===== config.mk =====
export PLATFORM = sky130hd
export DESIGN_NAME = mmstage_ctrl
export DESIGN_NICKNAME = d
export VERILOG_FILES = /design/src/rtl/mmstage_ctrl.sv
export SDC_FILE = /design/constraint.sdc
export NUM_CORES = 1
export LEC_CHECK = 0
export BUFFER_PORTS_ARGS = -buffer_cell sky130_fd_sc_hd__buf_2
export CORE_AREA = 2 2 92 94
export DETAILED_ROUTE_END_ITERATION = 7
export DIE_AREA = 0 0 94 96
export PLACE_DENSITY = 0.7
export SETUP_SLACK_MARGIN = 0.3
export SLEW_MARGIN = 10
export SYNTH_ARGS = -nofsm -noshare
export SYNTH_HDL_FRONTEND = slang
export SYNTH_SLANG_ARGS = --single-unit
export TNS_END_PERCENT = 30

===== constraint.sdc =====
create_clock -name CLK -period 1.45 [get_ports CLK]
set_input_delay 0.435 -clock CLK [delete_from_list [all_inputs] [get_ports CLK]]
set_output_delay 0.435 -clock CLK [all_outputs]
set_load 0.02 [all_outputs]

===== src/rtl/mmstage_ctrl.sv =====
// Memory-stage data-cache access controller: issues the cache strobes, stalls the pipe while an access is outstanding.
// Optional LL/SC link tracking is built when MMCTRL_LLSC_EN is defined.
module mmstage_ctrl (
    input  logic        CLK,
    input  logic        nRST,
    input  logic        dRENi,
    input  logic        dWENi,
    input  logic [31:0] ALUOut,
    input  logic [31:0] store,
    input  logic        halt,
    input  logic        llop,
    input  logic        scop,
    input  logic        snoop_inv,
    input  logic [31:0] snoop_addr,
    input  logic        ext_stall,
    input  logic        dhit,
    input  logic [31:0] dmemload,
    output logic        dmemREN,
    output logic        dmemWEN,
    output logic [31:0] dmemaddr,
    output logic [31:0] dmemstore,
    output logic [31:0] loaddata,
    output logic        pipe_en,
    output logic        halted,
    output logic [1:0]  o_dbg_state
);

    typedef logic [31:0] word_t;

    typedef enum logic [1:0] {
        S_IDLE = 2'd0,
        S_WAIT = 2'd1,
        S_DONE = 2'd2
    } state_t;

    state_t r_state;
    word_t  r_cap;
    logic   r_halted;

    logic   w_req;
    logic   w_sc_fail;
    logic   w_access;
    logic   w_pipe_en;
    logic   w_done;
    logic   w_wr_sel;
    logic   w_rd_sel;
    word_t  w_result;
    logic   w_unused;

    assign w_req = (dRENi | dWENi) & ~r_halted;

`ifdef MMCTRL_LLSC_EN
    logic        r_link_valid;
    logic [29:0] r_link_addr;
    logic        w_link_hit;
    logic        w_sc_ok;
    logic        w_ll_set;
    logic        w_st_clr;
    logic        w_snp_clr;
    logic [29:0] w_link_addr_nxt;

    assign w_link_hit = r_link_valid & (r_link_addr == ALUOut[31:2]);
    // A failing SC never reaches the cache; once in WAIT the write was already committed.
    assign w_sc_fail  = scop & ~w_link_hit & (r_state == S_IDLE);
    assign w_sc_ok    = (r_state == S_WAIT) | w_link_hit;
    assign w_result   = scop ? {31'd0, w_sc_ok} : dmemload;

    assign w_ll_set        = w_done & llop & dRENi & ~dWENi;
    assign w_st_clr        = w_done & dWENi & w_link_hit;
    assign w_link_addr_nxt = w_ll_set ? ALUOut[31:2] : r_link_addr;
    // Compared against the post-update address so a same-cycle invalidate kills a fresh LL.
    assign w_snp_clr       = snoop_inv & (snoop_addr[31:2] == w_link_addr_nxt);

    always_ff @(posedge CLK or negedge nRST) begin
        if (!nRST) begin
            r_link_valid <= 1'b0;
            r_link_addr  <= 30'd0;
        end else begin
            if (w_snp_clr)
                r_link_valid <= 1'b0;
            else if (w_ll_set)
                r_link_valid <= 1'b1;
            else if (w_st_clr)
                r_link_valid <= 1'b0;
            r_link_addr <= w_link_addr_nxt;
        end
    end

    assign w_unused = ^{ALUOut[1:0], snoop_addr[1:0]};
`else
    assign w_sc_fail = 1'b0;
    assign w_result  = dmemload;
    assign w_unused  = ^{llop, scop, snoop_inv, snoop_addr, ALUOut[1:0]};
`endif

    always_comb begin
        w_access  = 1'b0;
        w_pipe_en = ~ext_stall;
        case (r_state)
            S_IDLE: begin
                w_access = w_req & ~w_sc_fail;
                if (w_access)
                    w_pipe_en = dhit & ~ext_stall;
            end
            S_WAIT: begin
                w_access  = w_req;
                w_pipe_en = dhit & ~ext_stall;
            end
            default: begin
                w_access  = 1'b0;
                w_pipe_en = ~ext_stall;
            end
        endcase
    end

    assign w_done   = w_access & dhit;
    assign w_wr_sel = w_access & dWENi;
    assign w_rd_sel = w_access & dRENi & ~dWENi;

    // Strobes are gated by reset directly so the cache sees the request vanish at once.
    assign dmemWEN     = w_wr_sel & nRST;
    assign dmemREN     = w_rd_sel & nRST;
    assign dmemaddr    = {ALUOut[31:2], 2'b00};
    assign dmemstore   = store;
    assign loaddata    = (r_state == S_DONE) ? r_cap : w_result;
    assign pipe_en     = w_pipe_en;
    assign halted      = r_halted;
    assign o_dbg_state = r_state;

    always_ff @(posedge CLK or negedge nRST) begin
        if (!nRST) begin
            r_state  <= S_IDLE;
            r_cap    <= '0;
            r_halted <= 1'b0;
        end else begin
            if (halt & w_pipe_en)
                r_halted <= 1'b1;
            case (r_state)
                S_IDLE: begin
                    if (w_access) begin
                        if (!dhit) begin
                            r_state <= S_WAIT;
                        end else if (ext_stall) begin
                            r_state <= S_DONE;
                            r_cap   <= w_result;
                        end
                    end
                end
                S_WAIT: begin
                    if (dhit) begin
                        if (ext_stall) begin
                            r_state <= S_DONE;
                            r_cap   <= w_result;
                        end else begin
                            r_state <= S_IDLE;
                        end
                    end
                end
                S_DONE: begin
                    if (!ext_stall)
                        r_state <= S_IDLE;
                end
                default: r_state <= S_IDLE;
            endcase
        end
    end

endmodule


==> flow_results.org, run 1 <==
** Power
- Proportion of total power due to net switching :: 25.1%
- Portion of total power attributed to the clock network :: 30.8%
- Design internal power :: 2.14 mW
- For this design the static power due to leakage is 1.42 nW.
- IR analysis of the VDD net gives a maximum drop of 569 uV.
- Dividing total power by cell area gives a power density of 1060 nW/um2.
- Power Total :: 2.86 mW
- The share of total power dissipated in combinational logic is 20.2%.
- Summed over all nets, the switching power comes to 0.716 mW.
- Sequential power share :: 49.1%

** Synth
- Post-synth top area cell :: sky130_fd_sc_hd__dfrtp_1
- Summing the areas of all compound-gate instances in the mapped netlist gives 2.01% of the synthesized area.
- Commonest register cell after synthesis :: sky130_fd_sc_hd__dfrtp_1
- Area share of xor/xnor cells in the synthesized design :: 0%
- Post-synthesis async set-or-reset flop share :: 100%
- In this run, synthesis inferred 0 flip-flops with an integrated enable.
- Summed over its instances, the top area cell type makes up 39.1% of the synthesized netlist area.
- Mapped Avg Cell Area :: 12.1 um2
- In the synthesized netlist, mux cells make up 32.2% of the area.
- In this run the cell area of the synthesized design comes to 2240 um2.
- After Yosys synthesis, and, or, nand and nor cells account for 1.90% of the synthesized area.
- Yosys printed 0 warnings.
- Top cells by area in the synthesized netlist :: sky130_fd_sc_hd__dfrtp_1 39%, sky130_fd_sc_hd__mux2_2 31%, sky130_fd_sc_hd__buf_4 22%
- The cell count after synthesis came out at 185.
- Synthesis instantiated 17 different standard cells from the library.
- Most frequent cells after synthesis :: 67 x sky130_fd_sc_hd__buf_4, 62 x sky130_fd_sc_hd__mux2_2, 35 x sky130_fd_sc_hd__dfrtp_1
- Most frequent cell after synthesis :: sky130_fd_sc_hd__buf_4
- After synthesis, flip-flops and latches occupy 39.1% of the total area.
- Flip-flop and latch count after synthesis :: 35
- After synthesis, the largest family of logic cells by area is multiplexers.
- The synthesized netlist devotes 0% of its cell area to adder and majority cells.

** GRT
- Number of antenna violations at the first check in global routing :: 0
- Global-route total usage across every layer :: 9.78%
- The first global-routing pass estimated 6.78 mm of wire.
- Remaining Overflow, GRT :: 0
- Vias in the first global route :: 1,364
- Maximum number of pins on one net before global-route repair :: 19

** STA
- Timing would allow up to 521 MHz.
- Shortest clock period the worst path allows after layout :: 1.92 ns
- The final max-slew violation count was 0.
- Final setup margin :: -0.468 ns
- Clock skew on the completed layout was measured at 0.00881 ns.
- The worst path uses 132% of the clock period.
- The number of failing hold endpoints at the final stage was 0.
- Setup repair after global routing missed its margin :: true
- Setup violations remaining at the end of the flow were counted as 67.

** Placement
- Placed insts :: 306
- Buffers added on ports :: 76
- The wire-length estimate of the detail-placed layout is 3.49 mm.
- Final RePlAce weighted congestion :: 0.664

** Worst setup path
- The cell family contributing the most delay on the critical path is flip-flops.
- Startpoint-to-endpoint class of the critical path :: reg -> out
- STA classifies the critical path startpoint as a flip-flop.
- Arrival time of the worst setup path :: 1.48 ns
- The signal on the critical path passes through nand2b_4 > buf_12 > mux2_4 > buf_2.
- Number of buffers and inverters on the critical path :: 2
- Largest fanout of any net on the critical path :: 18
- Slowest cell delay on critical path :: 0.40 ns
- Required time at the endpoint of the critical path :: 1.02 ns
- Category of the worst setup path capture point :: primary output
- Slowest stage cell, crit path :: sky130_fd_sc_hd__dfrtp_2

** Detailed routing
- The detailed router placed 1,365 vias in this run.
- Summed over all layers, the routed wires come to 4.48 mm.
- Antenna Nets Post-Route :: 0
- Average via count per standard cell :: 4.35
- Initial DRT Pass Iterations :: 3
- After detailed routing, the number of remaining DRC violations is 0.
- Average wire length per cell after detail routing :: 14.3 um
- DRC marker count from the first detailed-route iteration :: 15

** CTS
- Clock-pin slew was measured on the worst setup and hold paths at 0.08 ns.
- Count of hold-fix buffers inserted at cts :: 0
- The clock reaches the later pin of the worst-skew pair after 0.28 ns.
- Resize count post-CTS :: 16
- Counting along the longest clock path gives a buffer depth of 2.
- After clock tree synthesis, the setup repair step added 0 buffers.
- Clock tree from TritonCTS :: built
- Inserted Clock Buffers :: 5
- Clock net sink count :: 35
- Root Buffer :: sky130_fd_sc_hd__clkbuf_8
- The H-tree generated during clock tree synthesis spans 2 levels.

** Floorplanning
- Initial standard-cell utilization of the core :: 27.8%
- Measured along the y axis, the die boundary spans 96 um.
- IO Pins :: 240
- The floorplan has 33 rows.
- The floorplan step defined a die boundary enclosing 9020 um2.
- The region available for standard cell placement spans 8050 um2.
- The die is 94 um wide.

** Run status
- The run finished, with violations left.
- Violations in the final reports :: negative setup slack

** Layout
- Layout Cells excl Fill :: 314
- From synthesis to final layout, the design area changed by 19.9%.
- At the end of the flow the core is filled with cells to 33.3%.
- For this run, the post-layout net count is 346.
- The number of antenna diodes in the final layout is 0.
- Of the cells placed in the final design, the portion with a size suffix greater than 1 is 78.5%.
- Fill cells in the final layout number 831.

** Worst hold path
- The path class of the tightest hold or removal check is in -> async.

** Job
- Max-cap violations in this run came to 0.
## path summary, 6_finish.rpt
path | cells after the start | from | endpoint | slack, ns
worst max-delay path | 4 | o_dbg_state[0] | loaddata[14] | -0.47
worst min-delay path | 2 | nRST | halted | 0.13
worst max register to register | 5 | o_dbg_state[1] | r_cap[27] | -0.05
worst min register to register | 1 | r_cap[0] | r_cap[0] | 0.50
max in group asynchronous | 2 | nRST | r_cap[15] | 1.12
min in group CLK | 2 | dmemload[0] | r_cap[0] | 0.37
## registers in the layout (all words and copies together), names as in the netlist
signal	cells
r_cap	32
o_dbg_state	2
halted	1
## through the flow
| stage | hold WS [ns] | cell area [um2] | setup TNS (ns) | worst slack (ns) |
|---|---|---|---|---|
| after CTS | 0.122 | 2610 | -17.45 | -0.491 |
| after floorplan | 0.139 | 2390 | -7.44 | -0.203 |
| final | 0.127 | 2680 | -16.20 | -0.468 |
| after detailed placement | 0.443 | 2450 | -11.17 | -0.316 |
| after global placement | 0.439 | 2450 | -10.47 | -0.302 |
| after global routing | 0.138 | 2680 | -19.71 | -0.526 |
## per-layer routing
metal | share of wire [%] | track usage, % | wire length (um)
met5 | 0 | 0 | 0
met4 | 9.6 | 9.54 | 430
met3 | 10 | 3.52 | 457
met2 | 44 | 14.6 | 1980
met1 | 36 | 10.6 | 1610
## kinds of logic after synthesis
kind of cell | count (synthesis)
multiplexers | 64
AND/OR/NAND/NOR | 7
other | 1
AO/OA/AOI/OAI | 5
flip-flops | 35
buffers and inverters | 73
## layout make-up
class / instances / area, um2 / share of cell area, %
Timing Repair Buffer: 86 / 616 / 22.9
Clock inverter: 3 / 43.8 / 1.63
Multi-Input combinational cell: 78 / 937 / 34.9
Sequential cell: 35 / 878 / 32.7
Inverter: 2 / 7.51 / 0.280
Tap cell: 105 / 131 / 4.90
Clock buffer: 5 / 68.8 / 2.57
## cells in the final DEF (no fill, tap or decap), types with 2 or more instances in the layout
cell type and n:
sky130_fd_sc_hd__buf_2 56, sky130_fd_sc_hd__mux2_2 33, sky130_fd_sc_hd__dfrtp_1 33, sky130_fd_sc_hd__mux2_4 29, sky130_fd_sc_hd__buf_6 16, sky130_fd_sc_hd__buf_4 10
sky130_fd_sc_hd__clkbuf_8 5, sky130_fd_sc_hd__buf_12 4, sky130_fd_sc_hd__nor2_1 3, sky130_fd_sc_hd__inv_1 2, sky130_fd_sc_hd__mux2_1 2, sky130_fd_sc_hd__conb_1 2
sky130_fd_sc_hd__dfrtp_2 2
## power groups by stage
stage / logic (mW) / registers [mW] / clock network (mW)
after floorplan: 0.647 / 1.38 / 0
after global placement: 0.536 / 1.40 / 0
after detailed placement: 0.556 / 1.42 / 0
after CTS: 0.566 / 1.40 / 0.932
after global routing: 0.631 / 1.44 / 0.983
final: 0.577 / 1.40 / 0.879
No activity file was read; power rests on OpenSTA's default activity.
==> run 2, diff against run 1 <==
--- a/config.mk
+++ b/config.mk
@@ -6,9 +6,9 @@
 export NUM_CORES = 1
 export LEC_CHECK = 0
 export BUFFER_PORTS_ARGS = -buffer_cell sky130_fd_sc_hd__buf_2
-export CORE_AREA = 2 2 92 94
+export CORE_AREA = 3 3 93 95
 export DETAILED_ROUTE_END_ITERATION = 7
-export DIE_AREA = 0 0 94 96
+export DIE_AREA = 0 0 96 98
 export PLACE_DENSITY = 0.7
 export SETUP_SLACK_MARGIN = 0.3
 export SLEW_MARGIN = 10
==> flow_results.org, run 2 (synthesized netlist as in run 1, its figures left out) <==
** Worst setup path
- Number of buffers and inverters on the critical path :: 2 (unchanged)
- Startpoint kind of the worst setup timing path :: flip-flop
- STA classifies the critical path endpoint as a primary output.
- Slowest cell delay on critical path :: 0.42 ns (+0.02 ns)
- Cell family contributing the most delay on the critical path :: flip-flops
- Endpoint of the worst-slack reg-to-reg timing path :: r_cap[27]
- Required time at the endpoint of the critical path :: 1.02 ns (about the same)
- The critical path depth was 4 (unchanged).
- Largest fanout of any net on the critical path :: 17 (-1)
- The arrival time at the worst endpoint was 1.49 ns (about the same).
- The most critical setup path has its endpoint at loaddata[31].
- Origin of the worst setup path :: o_dbg_state[1]
- The critical path in this run is classified as reg -> out.
- In this run the critical register-to-register path is launched from o_dbg_state[1].
- The worst-case reg-to-reg path depth was 5 (unchanged).
- Walking the worst path, the cells encountered are nand2b_4 > buf_12 > mux2_2 > buf_2.
- Worst reg-to-reg setup slack :: -0.05 ns (about the same)
- Slowest stage cell, crit path :: sky130_fd_sc_hd__dfrtp_2

** Floorplanning
- Total Die Area :: 9410 um2 (+4.3%)
- The width of the die is 96 um (+2.1%).
- IO Pins :: 240 (unchanged)
- The number of rows created at floorplan is 32 (-3.0%).
- The initial core utilization was 28.7% (+0.87 points).
- Y dimension of the die :: 98 um (+2.1%)
- Core Area :: 7810 um2 (-3.0%)

** Power
- The power density relative to cell area is 997 nW/um2 (-6.3%).
- Worst supply voltage drop on vdd :: 322 uV (-43%)
- Total leakage power :: 1.41 nW (-0.20%)

** Job
- The reported max-cap violation count came to 0 (unchanged).

** STA
- The clock skew after layout came to 0.00318 ns (-0.00562 ns).
- The post-route minimum period came to 1.92 ns (+0.00320 ns).
- The fmax came to 520 MHz (-0.17%).
- Final-report hold violation count :: 0 (unchanged)
- Share of the cycle needed by the critical path after routing :: 133% (+0.22 points)
- The worst setup slack after layout was -0.472 ns (-0.00320 ns).
- The final max-slew violation count came to 0 (unchanged).
- The total setup violations reported at the end of the flow is 67 (unchanged).
- Total Negative Setup Slacks :: -15.79 ns (+0.410 ns)
- Setup repair after global routing could not meet its margin everywhere.

** Placement
- The post-placement cell count came to 305 (-0.33%).
- Final RePlAce weighted congestion :: 0.656 (-1.1%)
- Buffers added on ports :: 76 (unchanged)
- The worst slack after detailed placement came to -0.329 ns (-0.0125 ns).
- The post-detailed-placement cell area came to 2470 um2 (+0.46%).
- The half-perimeter wire length after detailed placement came to 3.22 mm (-7.9%).

** Layout
- The flip-flop count of the largest register after layout came to 32 (unchanged).
- Leaving out fill and tap cells, the most frequent cell in the layout is sky130_fd_sc_hd__buf_2.
- Share of the core filled with cells in the final layout :: 34.0% (+0.72 points)
- Total inserted antenna cells :: 0 (unchanged)
- Top register by number of flip-flops :: r_cap
- Design Area, Final :: 2660 um2 (-0.93%)
- The number of filler instances in the final layout came to 794 (-4.5%).
- The multi-input logic area is 941 um2 (+0.40%).
- Leaving out fill and tap cells, the most frequent cells in the layout are 58 x sky130_fd_sc_hd__buf_2, 33 x sky130_fd_sc_hd__dfrtp_1, 32 x sky130_fd_sc_hd__mux2_2.
- Proportion of layout cells with a drive suffix above 1 :: 77.7% (-0.74 points)
- From synthesis to final layout, the design area changed by 18.8%.
- The final cell count without fillers was 313 (-0.32%).
- The final net count is 348 (+0.58%).
- The area taken by flip-flops and latches is 878 um2 (unchanged).

** CTS
- Clk slew on worst S/H paths :: 0.07 ns (about the same)
- Count of hold-fix buffers inserted at cts :: 0 (unchanged)
- Later-pin clock latency in the skew report :: 0.28 ns (about the same)
- The tree is rooted in a sky130_fd_sc_hd__clkbuf_8.
- Clock tree from TritonCTS :: built
- The total clock buffers created by CTS is 5 (unchanged).
- Clock net sink count :: 35 (unchanged)
- Maximum buffer depth of the clock tree :: 2 (unchanged)
- The number of H-tree levels came to 2 (unchanged).

** GRT
- The global-route wire length before repair is 6.51 mm (-4.1%).
- The leftover overflow at the end of global routing was 0 (unchanged).
- The via count of the first global-routing pass was 1,418 (+4.0%).
- Global-route total usage across every layer :: 8.57% (-1.2 points)
- The maximum number of pins on one net before global-route repair came to 20 (+1).
- The number of antenna violations at the first check in global routing came to 0 (unchanged).

** Detailed routing
- Total DRC errors in the routed layout :: 0 (unchanged)
- Average via count per standard cell :: 4.28 (-1.4%)
- The average wire per standard cell was 13.0 um (-9.0%).
- The total routed wirelength was 4.06 mm (-9.3%).
- Antenna Nets Post-Route :: 0 (unchanged)
- The starting DRC count in detailed routing came to 15 (unchanged).
- Vias :: 1,341 (-1.8%)
- The number of iterations in the first detailed-routing pass came to 2 (-1).

** Run status
- Run status :: complete, but fails checks
- Violations in the final reports :: negative setup slack

** Worst hold path
- In this run the worst hold path is classified as in -> async.
==> run 2: cell types whose count changed in the layout (fill, tap and decap cells not counted), sizes merged <==
cell / change
clkbuf: +2
clkinv: -1
bufinv: -1
buf: +2
==> run 2: worst min path at each step <==
stage,from,endpoint,cells past startpoint,slack [ns]
2_1_floorplan,nRST,halted,0,0.14
3_3_place_gp,nRST,r_cap[2],2,0.46
3_5_place_dp,nRST,r_cap[2],2,0.47
4_1_cts,nRST,r_cap[16],2,0.16
5_1_grt,nRST,r_cap[14],2,0.18
6_report,nRST,r_cap[2],2,0.15
==> run 2: repair_timing <==
item / 4_1_cts / 5_1_grt
endpoints found under the setup margin: 72 / 72
setup buffers: 0 / 0
gates resized for setup: 17 / 20
==> run 2: metrics by stage <==
step,power (mW),hold WS (ns)
after global routing,2.85,0.176
after detailed placement,1.98,0.468
after CTS,2.71,0.157
after floorplan,2.02,0.139
final,2.65,0.154
after global placement,1.94,0.459
==> run 2: area by class of cell <==
cell class | instances | area share (%)
Multi-Input combinational cell | 78 | 35.4
Clock buffer | 7 | 2.87
Inverter | 2 | 0.282
Timing Repair Buffer | 88 | 23.4
Clock inverter | 1 | 0.188
Tap cell | 102 | 4.80
Sequential cell | 35 | 33.1
==> run 2: where the power goes <==
part           internal (mW)  switching [mW]  total [mW]
registers               1.26           0.132        1.40
clock network          0.337           0.335       0.672
logic                  0.367           0.214       0.581
total                   1.97           0.682        2.65
==> run 2: worst reg2reg max path: stages (launching register included) <==
cell	delay (ns)
sky130_fd_sc_hd__dfrtp_2	0.42
sky130_fd_sc_hd__buf_4	0.15
sky130_fd_sc_hd__and3b_2	0.26
sky130_fd_sc_hd__o21ai_4	0.08
sky130_fd_sc_hd__buf_12	0.16
sky130_fd_sc_hd__mux2_1	0.31
==> run 2: layer usage <==
layer	share of wire, %	vias up	GRT usage (%)	wire length [um]
li1	-	613	-	-
met3	9.8	26	3.08	397
met5	0	-	0	0
met2	49	69	13.9	1990
met1	38	633	9.55	1540
met4	3.2	0	4.92	131
